### config.mk
export PLATFORM = sky130hd
export DESIGN_NAME = mitchell_log_mult
export DESIGN_NICKNAME = d
export VERILOG_FILES = /design/src/rtl/mitchell_log_mult.sv
export SDC_FILE = /design/constraint.sdc
export NUM_CORES = 1
export LEC_CHECK = 0
export CAP_MARGIN = 20
export CORE_ASPECT_RATIO = 0.75
export CORE_MARGIN = 2
export CORE_UTILIZATION = 25
export CTS_BUF_LIST = sky130_fd_sc_hd__clkbuf_16
export DETAILED_ROUTE_END_ITERATION = 16
export GPL_ROUTABILITY_DRIVEN = 0
export PLACE_DENSITY = 0.49
export SLEW_MARGIN = 5
export SYNTH_ARGS = -nofsm -noshare
export SYNTH_HDL_FRONTEND = slang
export SYNTH_SLANG_ARGS = --single-unit
export TNS_END_PERCENT = 5
### constraint.sdc
create_clock -name clk -period 3.4 [get_ports clk]
set_input_delay 0.68 -clock clk [delete_from_list [all_inputs] [get_ports clk]]
set_output_delay 0.68 -clock clk [all_outputs]
set_load 0.01 [all_outputs]
### src/rtl/mitchell_log_mult.sv
// -----------------------------------------------------------------------------
// mitchell_log_mult
//   Three-stage pipelined approximate unsigned multiplier built on Mitchell's
//   logarithmic approximation. The product is formed as
//   antilog(log2(a) + log2(b)). Each log2 is the leading-one position k plus
//   the bits below the leading one, which are read as a binary fraction.
//
//   S1: zero flag, leading-one positions k_a / k_b, operand capture
//   S2: fractional mantissas x_a / x_b aligned to WIDTH_I-1 bits,
//       f = x_a + x_b, ks = k_a + k_b
//   S3: antilog -> p = ({1, f[W-2:0]} << e) >> (WIDTH_I-1)
//
// Ports
//   clk        rising-edge clock
//   rst        asynchronous active-high reset
//   in_valid   operand pair a/b valid          in_ready   operands accepted
//   a, b       unsigned operands (WIDTH_I)
//   out_valid  product valid                    out_ready  consumer accepts
//   p          approximate product (WIDTH_O)
//
// Handshake: a beat moves across a port on any rising edge where valid and
// ready are both high. The producer holds its valid and data stable until that
// happens. Ready never depends combinationally on the valid of the same port.
// Each stage reloads when it is empty or when the stage after it drains it on
// the same edge. This gives one beat per cycle with no bubbles.
// -----------------------------------------------------------------------------
module mitchell_log_mult #(
  parameter int WIDTH_I = 16,
  parameter int WIDTH_L = $clog2(WIDTH_I),
  parameter int WIDTH_O = 2 * WIDTH_I
) (
  input  logic               clk,
  input  logic               rst,
  input  logic               in_valid,
  output logic               in_ready,
  input  logic [WIDTH_I-1:0] a,
  input  logic [WIDTH_I-1:0] b,
  output logic               out_valid,
  input  logic               out_ready,
  output logic [WIDTH_O-1:0] p
);

  // Shift that moves bit k up to bit WIDTH_I-1 is (WIDTH_I-1-k).
  localparam logic [WIDTH_L:0]   SH_MAX    = (WIDTH_L+1)'(WIDTH_I - 1);
  // Keeps only the WIDTH_I-1 bits below the (now top-aligned) leading one.
  localparam logic [WIDTH_I-1:0] FRAC_MASK = {1'b0, {(WIDTH_I-1){1'b1}}};

  // Leading-one detector: index of the highest set bit. A zero operand
  // yields 0, but that case is masked by the zero flag anyway.
  function automatic logic [WIDTH_L-1:0] lead_one(input logic [WIDTH_I-1:0] v);
    logic [WIDTH_L-1:0] k;
    k = '0;
    for (int i = 0; i < WIDTH_I; i++) begin
      if (v[i]) k = WIDTH_L'(i);
    end
    return k;
  endfunction

  // Stage registers
  logic               r_v1, r_z1;
  logic [WIDTH_L-1:0] r_ka1, r_kb1;
  logic [WIDTH_I-1:0] r_a1, r_b1;

  logic               r_v2, r_z2;
  logic [WIDTH_I-1:0] r_f2;
  logic [WIDTH_L:0]   r_ks2;

  logic               r_v3;
  logic [WIDTH_O-1:0] r_p3;

  // Per-stage ready and load strobes
  logic w_rdy1, w_rdy2, w_rdy3;
  logic w_ld1, w_ld2, w_ld3;

  assign w_rdy3 = !r_v3 || out_ready;
  assign w_rdy2 = !r_v2 || w_rdy3;
  assign w_rdy1 = !r_v1 || w_rdy2;

  assign w_ld1 = in_valid && w_rdy1;
  assign w_ld2 = r_v1 && w_rdy2;
  assign w_ld3 = r_v2 && w_rdy3;

  assign in_ready  = w_rdy1;
  assign out_valid = r_v3;
  assign p         = r_p3;

  // ---------------- S1 combinational ----------------
  logic               w_z0;
  logic [WIDTH_L-1:0] w_ka0, w_kb0;

  assign w_z0  = (a == '0) || (b == '0);
  assign w_ka0 = lead_one(a);
  assign w_kb0 = lead_one(b);

  // ---------------- S2 combinational ----------------
  logic [WIDTH_L:0]   w_sha, w_shb;
  logic [WIDTH_I-1:0] w_xa, w_xb, w_f;
  logic [WIDTH_L:0]   w_ks;

  assign w_sha = SH_MAX - {1'b0, r_ka1};
  assign w_shb = SH_MAX - {1'b0, r_kb1};
  assign w_xa  = (r_a1 << w_sha) & FRAC_MASK;
  assign w_xb  = (r_b1 << w_shb) & FRAC_MASK;
  // Each fraction is below 2^(WIDTH_I-1), so the sum fits in WIDTH_I bits.
  // The top bit is the carry of the fraction addition.
  assign w_f   = w_xa + w_xb;
  assign w_ks  = {1'b0, r_ka1} + {1'b0, r_kb1};

  // ---------------- S3 combinational ----------------
  // When the fractions overflow past 1.0, the exponent gains one. The
  // mantissa is then {1, f[W-2:0]}, which equals f itself. Without the
  // overflow it is 1.f. So both cases use the same mantissa expression.
  logic                       w_carry;
  logic [WIDTH_I-1:0]         w_m;
  logic [WIDTH_L:0]           w_e;
  logic [WIDTH_O+WIDTH_I-1:0] w_wide;
  logic [WIDTH_O-1:0]         w_prod;

  assign w_carry = r_f2[WIDTH_I-1];
  assign w_m     = {1'b1, r_f2[WIDTH_I-2:0]};
  assign w_e     = r_ks2 + {{WIDTH_L{1'b0}}, w_carry};
  // Max e is 2*WIDTH_I-1. After dropping WIDTH_I-1 fraction bits, the result
  // always fits in WIDTH_O bits, so the narrowing cast loses nothing.
  assign w_wide  = {{WIDTH_O{1'b0}}, w_m} << w_e;
  assign w_prod  = WIDTH_O'(w_wide >> (WIDTH_I - 1));

  // ---------------- Stage 1 ----------------
  always_ff @(posedge clk or posedge rst) begin
    if (rst) begin
      r_v1  <= 1'b0;
      r_z1  <= 1'b0;
      r_ka1 <= '0;
      r_kb1 <= '0;
      r_a1  <= '0;
      r_b1  <= '0;
    end else begin
      if (w_rdy1) r_v1 <= in_valid;
      if (w_ld1) begin
        r_z1  <= w_z0;
        r_ka1 <= w_ka0;
        r_kb1 <= w_kb0;
        r_a1  <= a;
        r_b1  <= b;
      end
    end
  end

  // ---------------- Stage 2 ----------------
  always_ff @(posedge clk or posedge rst) begin
    if (rst) begin
      r_v2  <= 1'b0;
      r_z2  <= 1'b0;
      r_f2  <= '0;
      r_ks2 <= '0;
    end else begin
      if (w_rdy2) r_v2 <= r_v1;
      if (w_ld2) begin
        r_z2  <= r_z1;
        r_f2  <= w_f;
        r_ks2 <= w_ks;
      end
    end
  end

  // ---------------- Stage 3 ----------------
  always_ff @(posedge clk or posedge rst) begin
    if (rst) begin
      r_v3 <= 1'b0;
      r_p3 <= '0;
    end else begin
      if (w_rdy3) r_v3 <= r_v2;
      if (w_ld3) r_p3 <= r_z2 ? '0 : w_prod;
    end
  end

endmodule
==> reports/qor.csv <==
metric,value,unit
nNetsFinal,895,
syn-cell-area,0.006685,mm²
setup_violations,0,
cp_num_buf_inv,1,
ys_seq_elements,96,
power.density,777.6,mW/mm²
first_pass_iters,5,
place_area,0.007844,mm²
synthCells,771,
final_cell_area,0.008112,mm²
cts.sinks,96,
avgRoutedWirePerCell,15.43,µm
ff2ff_setup_slack,0.27,ns
timing.fmax,319.7,MHz
clkTransAtPathRegs,0.07,ns
path_class,reg2reg,
clkLatencyLatePin,0.35,ns
final-hold-violation-count,0,
grt_max_degree,58,
ys_seq_area_share,35.93,%
ir_worst_vdd,0.3555,mV
first_iter_violations,430,
crit_required,3.64,ns
crit_arrival,3.36,ns
drive_gt1_share,12.38,%
clock_skew,0.005648,ns
hp-class,reg2reg,
cts-root-buf,clkbuf_16,
synth-main-ff-cell,dfrtp_1,
clock_path_buffers,2,
die_x,192.8,µm
critPathTopFamily,compound AO/OA/AOI/OAI gates,
antenna_found_initial,0,
dr_wl_met3,812,µm
finalCritPeriodShare,92.01,%
slowest_stage,or4_1,
via_count,5752,
wl_met1,9.725,mm
start_util,25.61,%
hold_buffers,0,
startpoint_type,flip-flop,
rsz0062_at_grt,no,
cts_made_buffers,9,
syn_to_final_growth,21.34,%
highest_layer,met4,
drtAntennaViolNets,0,
worstSetupEndpoint,r_f2[13]$_DFFE_PP0P_,
grt_first_pass_wirelength,30.39,mm
portBuffers,69,
cp_max_fo,7,
outcome,"finished, final reports clean",
viasPerCell,4.858,
p_leak,3.587,nW
io_pins,70,
startpoint,r_kb1[0]$_DFFE_PP0P_,
yosysUniqueCellTypes,67,
cts_tree,yes,
slew_viol_final,0,
min_period,3.128,ns
fin_setup_tns,0,ns
crit_path_frequent_cell,o21ai_0,
diodes,0,
rows,51,
worstSetupPathDepth,13,
worstMarginPinSlew,0.8822,ns
track_usage,13.50,%
max_slew_margin,41.18,%
end_kind,flip-flop,
path_cells,buf_4 -> mux2i_1 -> a21oi_1 -> mux2_2 -> nand2_1 -> o21ai_0 -> ha_1 -> a21oi_1 -> o21ai_0 -> or4_1 -> o21ai_0 -> xor2_1 -> o21ai_1,
htreeDepth,3,
die_h,145.6,µm
wl_met2,7.519,mm
overflow,0,
final_core_util,31.08,%
yosysWarnings,0,
dp_hpwl,14.15,mm
synthArstFlopShare,100.0,%
grt_pass1_vias,5533,
syn_nets,830,
routed_wl,18.28,mm
core_area,0.02610,mm²
worstHoldStart,p[22]$_DFFE_PP0P_,
r2r_cells,13,
synth-edff-count,0,
worstReg2RegEnd,r_f2[13]$_DFFE_PP0P_,
syn_area_per_cell,8.671,µm²
drv_cap,0,
worst_path_largest_cell_delay,0.48,ns
crit-reg2reg-launch,r_kb1[0]$_DFFE_PP0P_,
die_area,0.02808,mm²
drcViolationCount,0,
==> sequential cells by signal, summed over array words and instances, names as in the netlist <==
signal / cells
p: 32
r_f2: 16
r_a1: 15
r_b1: 15
r_ks2: 5
r_ka1: 4
r_kb1: 4
out_valid: 1
r_v1: 1
r_v2: 1
r_z1: 1
r_z2: 1
==> logic make-up after synthesis <==
logic type / after synthesis / share of synthesized area (%)
AOI/OAI and AO/OA: 191 / 17.29
xor gates and xnor gates: 18 / 2.864
adders and majority gates: 23 / 4.529
buffers and inverters: 60 / 3.986
DFF: 96 / 35.93
muxes: 82 / 15.29
and+or+nand+nor: 301 / 20.10
==> routing by layer <==
| layer | vias to the layer above | global-route usage, % |
|---|---|---|
| li1 | 2879 | - |
| met1 | 2772 | 20.78 |
| met2 | 90 | 19.18 |
| met5 | - | 0 |
| met4 | 0 | 3.092 |
| met3 | 11 | 2.580 |
==> worst min-delay path, stage by stage (launching register included) <==
cell and delay [ns]:
dfrtp_1 0.35, nand2_1 0.05, o21ai_0 0.06
==> placed cells by master (no fill, tap or decap), types with 3 or more instances in the layout <==
cell	netlist	final
nand2_1	171	171
dfrtp_1	96	93
clkdlybuf4s50_1	0	69
o21ai_0	52	52
a21oi_1	49	48
nor2_1	42	42
mux2i_1	41	41
buf_4	1	29
mux2_2	24	24
o21ai_1	24	24
ha_1	21	21
nor3_1	15	15
mux4_2	13	13
nand2b_1	12	12
nor2b_1	11	11
xor2_1	11	11
inv_1	12	11
a22o_1	9	9
nand3_1	9	9
clkbuf_16	0	9
nor4_1	7	7
a211oi_1	6	6
o21bai_1	6	6
and2_1	6	6
nand4_1	6	6
a22oi_1	6	6
a21o_1	5	5
a31oi_1	5	5
a221o_1	5	5
mux2_1	3	3
o211ai_1	3	3
or3_1	3	3
inv_2	3	3
xnor2_1	4	3
o31ai_1	3	3
nand3b_1	3	3
or2_2	3	3
and3_1	3	3
dfrtp_2	0	3
==> metrics by stage <==
stage / total power [W] / hold WS (ns) / instances / worst slack [ns]
2_1_floorplan: 0.004224 / 0.4465 / 771 / 0.2146
3_3_place_gp: 0.005368 / 0.4728 / 1169 / 0.2496
3_5_place_dp: 0.005367 / 0.4782 / 1169 / 0.1939
4_1_cts: 0.006359 / 0.4918 / 1184 / 0.1982
5_1_grt: 0.006846 / 0.5263 / 1184 / 0.04527
6_report: 0.006307 / 0.4898 / 1184 / 0.2717
==> timing repair <==
action,4_1_cts,5_1_grt
gates resized for setup,0,4
setup buffers,0,0
endpoints found under the setup margin,0,3
==> worst min-delay path by stage <==
stage                                      end  slack (ns)  cells past startpoint
after floorplan           r_a1[14]$_DFFE_PP0P_        0.45                      2
after global placement       p[22]$_DFFE_PP0P_        0.47                      2
after detailed placement     p[22]$_DFFE_PP0P_        0.48                      2
after CTS                    p[18]$_DFFE_PP0P_        0.49                      2
after global routing         p[30]$_DFFE_PP0P_        0.53                      2
final                        p[22]$_DFFE_PP0P_        0.49                      2
==> synthesized netlist by cell type, types with 5 or more instances <==
master    instances  area (µm²)
ha_1             21       262.8
a22oi_1           6       45.04
nor2_1           42       157.7
buf_2            11       55.05
and2_1            6       37.54
a211oi_1          6       45.04
nand2b_1         12       75.07
mux2i_1          41       410.4
mux2_2           24       270.3
mux4_2           13       292.8
a221o_1           5       50.05
o21ai_1          24       120.1
a31oi_1           5       31.28
nand3_1           9       45.04
nand4_1           6       37.54
o21bai_1          6       45.04
xor2_1           11       96.34
nor2b_1          11       68.82
a21o_1            5       37.54
nor3_1           15       75.07
clkbuf_1         21       78.83
a22o_1            9       78.83
nand2_1         171       641.9
a21oi_1          49       245.2
inv_1            12       45.04
dfrtp_1          96        2402
o21ai_0          52       260.3
buf_1             8       30.03
nor4_1            7       43.79
==> cell type report <==
type	instances	area (µm²)
fill	2740	17990
multi-input combinational	615	4028
sequential	96	2406
timing repair buffer	99	928.4
tap	344	430.4
clock buffer	9	225.2
inverter	15	58.81
clock inverter	6	35.03
==> power by group <==
group / switching, W / total, W / internal [W]
combinational: 0.00194 / 0.00358 / 0.00164
sequential: 0.000305 / 0.00178 / 0.00147
clock: 0.000458 / 0.000949 / 0.000490
Power figures use the tool's default switching activity.
